[src/rtl/keypad_scan.sv]
// Purpose : 4x4 active-low keypad scanner with debounce, ghost rejection and a one-entry key code register.
// Latency : key code appears 2 cycles after the column-3 terminal count of the confirming scan.
// Backpress: single output slot; a press arriving while the slot is full and not being taken is dropped and flagged on key_overrun.
module keypad_scan #(
    parameter int SCAN_BITS      = 17,
    parameter int DEBOUNCE_SCANS = 4
) (
    input  logic       clk,
    input  logic       rst_n,
    input  logic [3:0] row_n,
    output logic [3:0] col_n,
    output logic       key_valid,
    output logic [3:0] key_code,
    input  logic       key_ready,
    output logic       key_held,
    output logic       key_overrun
);

    localparam logic [3:0] DEB = 4'(DEBOUNCE_SCANS);

    typedef enum logic [1:0] {
        S_IDLE    = 2'd0,
        S_CONFIRM = 2'd1,
        S_PRESSED = 2'd2,
        S_RELEASE = 2'd3
    } state_t;

    // Row synchroniser, divider and column scan
    logic [3:0]           row_meta;
    logic [3:0]           row_sync;
    logic [SCAN_BITS-1:0] div;
    logic                 tc;
    logic [1:0]           col_idx;
    logic [15:0]          snap;
    logic                 scan_done;

    // Scan classification
    logic [4:0]           hit_cnt;
    logic [3:0]           hit_code;
    logic                 scan_single;
    logic                 cand_seen;

    // Debounce FSM
    state_t               state;
    state_t               state_nxt;
    logic [3:0]           cand;
    logic [3:0]           cand_nxt;
    logic [3:0]           cnt;
    logic [3:0]           cnt_nxt;
    logic                 press_evt;

    logic                 xfer;

    // Rows are asynchronous to clk; idle level of a pulled-up row is 1.
    always_ff @(posedge clk or negedge rst_n) begin
        if (!rst_n) begin
            row_meta <= 4'hF;
            row_sync <= 4'hF;
        end else begin
            row_meta <= row_n;
            row_sync <= row_meta;
        end
    end

    assign tc = &div;

    // Free-running dwell divider; the column steps on its terminal count.
    always_ff @(posedge clk or negedge rst_n) begin
        if (!rst_n) begin
            div     <= '0;
            col_idx <= 2'd0;
        end else begin
            div <= div + SCAN_BITS'(1);
            if (tc) begin
                col_idx <= col_idx + 2'd1;
            end
        end
    end

    assign col_n = ~(4'b0001 << col_idx);

    // Rows are taken at the very end of the dwell so the column drive has settled.
    // Each column owns a 4-bit slot, so the snapshot is complete once column 3 lands.
    always_ff @(posedge clk or negedge rst_n) begin
        if (!rst_n) begin
            snap      <= '0;
            scan_done <= 1'b0;
        end else begin
            scan_done <= tc && (col_idx == 2'd3);
            if (tc) begin
                snap[{col_idx, 2'b00} +: 4] <= ~row_sync;
            end
        end
    end

    // Count closed keys and remember the code of one of them; only meaningful when exactly one is set.
    always_comb begin
        hit_cnt  = '0;
        hit_code = '0;
        for (int i = 0; i < 16; i++) begin
            if (snap[i]) begin
                hit_cnt  = hit_cnt + 5'd1;
                hit_code = 4'(i);
            end
        end
    end

    assign scan_single = (hit_cnt == 5'd1);
    // A held key stays held even when other keys join it (ghost rows do not cancel it).
    assign cand_seen   = snap[cand];

    // FSM state, candidate and debounce counter registers.
    always_ff @(posedge clk or negedge rst_n) begin
        if (!rst_n) begin
            state <= S_IDLE;
            cand  <= '0;
            cnt   <= '0;
        end else begin
            state <= state_nxt;
            cand  <= cand_nxt;
            cnt   <= cnt_nxt;
        end
    end

    // Next-state logic; evaluated only on a completed scan.
    always_comb begin
        state_nxt = state;
        cand_nxt  = cand;
        cnt_nxt   = cnt;
        if (scan_done) begin
            case (state)
                S_IDLE: begin
                    if (scan_single) begin
                        cand_nxt = hit_code;
                        cnt_nxt  = 4'd1;
                        if (DEBOUNCE_SCANS == 1) begin
                            state_nxt = S_PRESSED;
                        end else begin
                            state_nxt = S_CONFIRM;
                        end
                    end
                end
                S_CONFIRM: begin
                    if (scan_single && (hit_code == cand)) begin
                        cnt_nxt = cnt + 4'd1;
                        if (cnt_nxt >= DEB) begin
                            state_nxt = S_PRESSED;
                        end
                    end else begin
                        state_nxt = S_IDLE;
                        cnt_nxt   = '0;
                    end
                end
                S_PRESSED: begin
                    if (!cand_seen) begin
                        cnt_nxt = 4'd1;
                        if (DEBOUNCE_SCANS == 1) begin
                            state_nxt = S_IDLE;
                            cnt_nxt   = '0;
                        end else begin
                            state_nxt = S_RELEASE;
                        end
                    end
                end
                S_RELEASE: begin
                    if (cand_seen) begin
                        state_nxt = S_PRESSED;
                    end else begin
                        cnt_nxt = cnt + 4'd1;
                        if (cnt_nxt >= DEB) begin
                            state_nxt = S_IDLE;
                            cnt_nxt   = '0;
                        end
                    end
                end
                default: begin
                    state_nxt = S_IDLE;
                    cnt_nxt   = '0;
                end
            endcase
        end
    end

    // FSM outputs: a press event only on entry to PRESSED from the unpressed side.
    always_comb begin
        press_evt = scan_done && (state_nxt == S_PRESSED) &&
                    ((state == S_IDLE) || (state == S_CONFIRM));
        key_held  = (state == S_PRESSED) || (state == S_RELEASE);
    end

    assign xfer = key_valid && key_ready;

    // One-entry code register; a transfer in the same cycle frees the slot for a new press.
    always_ff @(posedge clk or negedge rst_n) begin
        if (!rst_n) begin
            key_valid   <= 1'b0;
            key_code    <= '0;
            key_overrun <= 1'b0;
        end else begin
            key_overrun <= 1'b0;
            if (press_evt && (!key_valid || key_ready)) begin
                key_valid <= 1'b1;
                key_code  <= cand_nxt;
            end else begin
                if (xfer) begin
                    key_valid <= 1'b0;
                end
                if (press_evt) begin
                    key_overrun <= 1'b1;
                end
            end
        end
    end

    // Exactly one column is driven low at a time.
    a_col_onehot: assert property (@(posedge clk) disable iff (!rst_n) $onehot(~col_n));

    // A pending code holds until it is taken.
    a_code_hold: assert property (@(posedge clk) disable iff (!rst_n)
        (key_valid && !key_ready) |=> (key_valid && $stable(key_code)));

endmodule
[config.mk]
export PLATFORM = sky130hd
export DESIGN_NAME = keypad_scan
export DESIGN_NICKNAME = d
export VERILOG_FILES = /design/src/rtl/keypad_scan.sv
export SDC_FILE = /design/constraint.sdc
export NUM_CORES = 1
export LEC_CHECK = 0
export CORE_MARGIN = 2
export CORE_UTILIZATION = 32
export DETAILED_ROUTE_END_ITERATION = 10
export GPL_TIMING_DRIVEN = 0
export PLACE_DENSITY = 0.56
export SLEW_MARGIN = 20
export SYNTH_ARGS = -nofsm -noshare
export SYNTH_HDL_FRONTEND = slang
export SYNTH_SLANG_ARGS = --single-unit
export TNS_END_PERCENT = 50
[constraint.sdc]
create_clock -name clk -period 12.7 [get_ports clk]
set_input_delay 2.54 -clock clk [delete_from_list [all_inputs] [get_ports clk]]
set_output_delay 2.54 -clock clk [all_outputs]
set_load 0.02 [all_outputs]
==> summary.txt <==
RUN STATUS
--------------------------------------------------------------------------------------
Result of the run                                                         complete, no violations

DETAILED ROUTING
--------------------------------------------------------------------------------------
Number of nets with antenna violations after routing                                 0
Drt drc                                                                              0
Count of TritonRoute iterations in the first routing pass                            4
Vias post-DR                                                                      3640
Initial DRC Count                                                                  233
WL/cell                                                                   14.2 microns
Vias per std cell                                                                 5.19
Detailed Route WL                                                         9950 microns

MIN PATH
--------------------------------------------------------------------------------------
Worst hold path class                                                     register to register

PLACE
--------------------------------------------------------------------------------------
Buffers added on ports                                                              17
Post-DP Area                                                                4970 sq um
Routability-driven placement congestion ratio                                    0.868
Post-DP HPWL                                                              7580 microns
Placed cells                                                                       685

FINAL LAYOUT
--------------------------------------------------------------------------------------
Layout cell share with drive strength beyond 1                                   0.115
Final antenna diode count                                                            0
Final instance area                                                         5280 sq um
Layout area overhead                                                             16.1%
Count of non-filler cells in the finished layout                                   701
Nets                                                                               546

CTS
--------------------------------------------------------------------------------------
CTS Buf Count                                                                        9
Number of gates given a new drive strength after cts                                 0
Post-CTS Repair Setup Buffers                                                        0
Number of hold buffers added after CTS                                               0
Count of H-tree levels built during CTS                                              3
Clock tree from TritonCTS                                                        built
Skew-Pair Late Insertion Delay                                                  330 ps
Clock slew at the register clock pins of the worst setup and hold paths          50 ps
Buffer levels on the longest clock path                                              2
Clk sink count                                                                      60
Library cell used as clock root buffer                                    sky130_fd_sc_hd__clkbuf_16

CRITICAL PATH
--------------------------------------------------------------------------------------
Slowest stage delay, CP                                                         490 ps
Endpoint class of the critical path                                           register
Startpoint kind of the worst setup timing path                                register
Worst-path fanout max                                                                6
Data required time of the critical path                                       12900 ps
Data arrival time of the worst path                                           10660 ps
Cell occurring most often along the worst timing path                     sky130_fd_sc_hd__ha_1
Slowest stage cell on the critical path                                   sky130_fd_sc_hd__or4b_1
R2R setup slack                                                                2240 ps
Type of the setup path with the least slack                               register to register

FLOORPLANNING
--------------------------------------------------------------------------------------
Placement Rows                                                                      43
Area of the core                                                           13900 sq um
Effective utilization at floorplan                                               0.328
Total die area                                                             15200 sq um
Die X                                                                      123 microns
Die span in y                                                              123 microns
I/O pin count                                                                       18

RUN
--------------------------------------------------------------------------------------
Count of max-cap constraint violations                                               0

SYNTH
--------------------------------------------------------------------------------------
Synthesized area divided by synthesized cell count                          9.34 sq um
Gate count after technology mapping                                                487
Flip-flop and latch count after synthesis                                           60
Netlist area before placement                                               4550 sq um
Post-synth top flop                                                       sky130_fd_sc_hd__dfrtp_1
Mapped Nets                                                                        517
Sequential fraction of the synthesis area                                        0.332
Count of flip-flops with a built-in enable after synthesis                           0
Fraction of registers with async set/reset                                        1.00
Count of warnings emitted by yosys                                                   0
Post-synthesis cell type count                                                      75

POWER
--------------------------------------------------------------------------------------
Cell area power density                                                   85.4 nW/um^2
Final Power                                                                   0.451 mW
Static leakage power                                                           2.34 nW
Max rail drop VDD                                                             0.105 mV

STA
--------------------------------------------------------------------------------------
Maximum achievable frequency                                                  95.6 MHz
Number of setup violations in the final report                                       0
Normalized max-slew margin                                                       0.414
Total Neg Setup Slack                                                             0 ps
Max Transition Viols Final                                                           0
Clk_skew                                                                       9.19 ps
Final hold violations                                                                0
Minimum period implied by the final worst setup slack                         10460 ps
RSZ-0062 raised after global routing                                             false
Period utilisation layout                                                        0.824
Slew @ Worst Pin                                                                878 ps

GLOBAL ROUTING
--------------------------------------------------------------------------------------
GRT Util Overall                                                                 0.142
Global-route congestion overflow total                                               0
Pin count of the biggest net entering global routing                                47
Wire length of the first global-routing pass                              17400 microns
Number of global-route vias before repair                                         3640
Number of antenna violations at the first check in global routing                    0

[Yosys cell counts (3+ instances only)]
master,instances,area [sq um]
sky130_fd_sc_hd__nand2_1,60,225
sky130_fd_sc_hd__dfrtp_1,52,1300
sky130_fd_sc_hd__xnor2_1,33,289
sky130_fd_sc_hd__inv_1,32,120
sky130_fd_sc_hd__nor2_1,27,101
sky130_fd_sc_hd__ha_1,23,288
sky130_fd_sc_hd__a21oi_1,19,95.1
sky130_fd_sc_hd__xor2_1,17,149
sky130_fd_sc_hd__clkbuf_1,13,48.8
sky130_fd_sc_hd__nand3_1,13,65.1
sky130_fd_sc_hd__o21ai_0,13,65.1
sky130_fd_sc_hd__o41ai_1,11,96.3
sky130_fd_sc_hd__nand4_1,10,62.6
sky130_fd_sc_hd__a31oi_1,9,56.3
sky130_fd_sc_hd__and3_1,9,56.3
sky130_fd_sc_hd__nand2b_1,9,56.3
sky130_fd_sc_hd__nor3_1,9,45.0
sky130_fd_sc_hd__o31ai_1,9,67.6
sky130_fd_sc_hd__dfstp_2,8,210
sky130_fd_sc_hd__mux2i_1,7,70.1
sky130_fd_sc_hd__and2_1,5,31.3
sky130_fd_sc_hd__mux4_2,5,113
sky130_fd_sc_hd__o21ai_1,5,25.0
sky130_fd_sc_hd__xnor3_1,5,113
sky130_fd_sc_hd__buf_2,4,20.0
sky130_fd_sc_hd__a211oi_1,3,22.5
sky130_fd_sc_hd__and4_1,3,26.3
sky130_fd_sc_hd__buf_4,3,22.5
sky130_fd_sc_hd__o21a_1,3,22.5
sky130_fd_sc_hd__o21bai_1,3,22.5
sky130_fd_sc_hd__o22ai_1,3,18.8
sky130_fd_sc_hd__or3_1,3,18.8
sky130_fd_sc_hd__or4_1,3,22.5
sky130_fd_sc_hd__xnor2_2,3,48.8
[sequential cells by signal, indices dropped and copies added (netlist names)]
signal	count
row_sync	4
scan_done	1
row_meta	4
snap	16
state	2
key_overrun	1
col_idx	2
key_valid	1
cnt	4
cand	4
key_code	4
div	17
[through the flow]
stage | hold slack (ps) | utilization | worst slack, ps
finish | 354 | 0.380 | 2240
floorplan | 345 | - | 3550
global placement | 346 | 0.356 | 2620
global route | 359 | 0.380 | 1370
CTS | 354 | 0.380 | 2360
detailed placement | 347 | 0.358 | 2410
[layout by cell type (no fill, tap or decap), types with 3 or more instances in the layout]
cell	instances
sky130_fd_sc_hd__ha_1	23
sky130_fd_sc_hd__o22ai_1	3
sky130_fd_sc_hd__o21a_1	3
sky130_fd_sc_hd__nor3_1	9
sky130_fd_sc_hd__clkbuf_1	13
sky130_fd_sc_hd__xor2_1	17
sky130_fd_sc_hd__clkdlybuf4s50_1	16
sky130_fd_sc_hd__a21oi_1	19
sky130_fd_sc_hd__buf_2	4
sky130_fd_sc_hd__dfstp_2	8
sky130_fd_sc_hd__dfrtp_1	52
sky130_fd_sc_hd__and2_1	5
sky130_fd_sc_hd__nor2_1	27
sky130_fd_sc_hd__nand2_1	60
sky130_fd_sc_hd__o31ai_1	9
sky130_fd_sc_hd__o21ai_0	13
sky130_fd_sc_hd__nand2b_1	9
sky130_fd_sc_hd__o21bai_1	3
sky130_fd_sc_hd__and4_1	3
sky130_fd_sc_hd__o21ai_1	5
sky130_fd_sc_hd__nand4_1	10
sky130_fd_sc_hd__xnor3_1	5
sky130_fd_sc_hd__mux4_2	5
sky130_fd_sc_hd__inv_1	32
sky130_fd_sc_hd__or4_1	3
sky130_fd_sc_hd__mux2i_1	7
sky130_fd_sc_hd__xnor2_1	33
sky130_fd_sc_hd__and3_1	9
sky130_fd_sc_hd__a31oi_1	9
sky130_fd_sc_hd__a211oi_1	3
sky130_fd_sc_hd__buf_4	4
sky130_fd_sc_hd__nand3_1	13
sky130_fd_sc_hd__or3_1	3
sky130_fd_sc_hd__xnor2_2	3
sky130_fd_sc_hd__clkbuf_16	9
sky130_fd_sc_hd__o41ai_1	11
[final timing paths]
kind / startpoint / endpoint / depth (start not counted)
worst max-delay path: snap[1] / key_code[3] / 51
worst min-delay path: row_meta[3] / row_sync[3] / 0
worst max register to register: snap[1] / key_code[3] / 51
worst min register to register: row_meta[3] / row_sync[3] / 0
max in group asynchronous: rst_n / row_sync[0] / 2
min in group asynchronous: rst_n / key_overrun / 1
[worst max-delay path: cells and delay by family, from the launching register on]
family | cells | cell delay (ps)
AOI/OAI and AO/OA | 13 | 2080
xor gates and xnor gates | 2 | 510
adders and majority gates | 14 | 4060
buffers and inverters | 4 | 290
DFF | 1 | 430
muxes | 3 | 740
and+or+nand+nor | 15 | 2210
[area by class of cell]
cell class                 instances  area (sq um)
buffer                            21           103
inverter                          32           120
clock inverter                     6          71.3
sequential                        60          1510
timing repair buffer              18           195
fill                            1419          8600
clock buffer                      10           239
tap                              180           225
multi-input combinational        374          2820
[cell families after synthesis]
| logic type | count (synthesis) | synth area share |
|---|---|---|
| xor gates and xnor gates | 61 | 0.148 |
| AOI/OAI and AO/OA | 105 | 0.167 |
| adders and majority gates | 23 | 0.0633 |
| DFF | 60 | 0.332 |
| muxes | 13 | 0.0426 |
| and+or+nand+nor | 172 | 0.198 |
| buffers and inverters | 53 | 0.0490 |
[power by group]
part	internal (mW)	switching (mW)	total [mW]	leakage, nW
Sequential	0.194	0.00111	0.195	0.776
Combinational	0.00245	0.00393	0.00639	1.42
Clock	0.159	0.0912	0.250	0.146
Total	0.355	0.0963	0.451	2.34
[routing by layer]
metal | vias up | share of wire | track usage
met4 | 0 | 0.021 | 0.0497
met1 | 1753 | 0.49 | 0.196
met3 | 15 | 0.028 | 0.0254
met2 | 58 | 0.46 | 0.222
met5 | - | 0 | 0
li1 | 1814 | - | -
No activity file was read; power rests on OpenSTA's default activity.
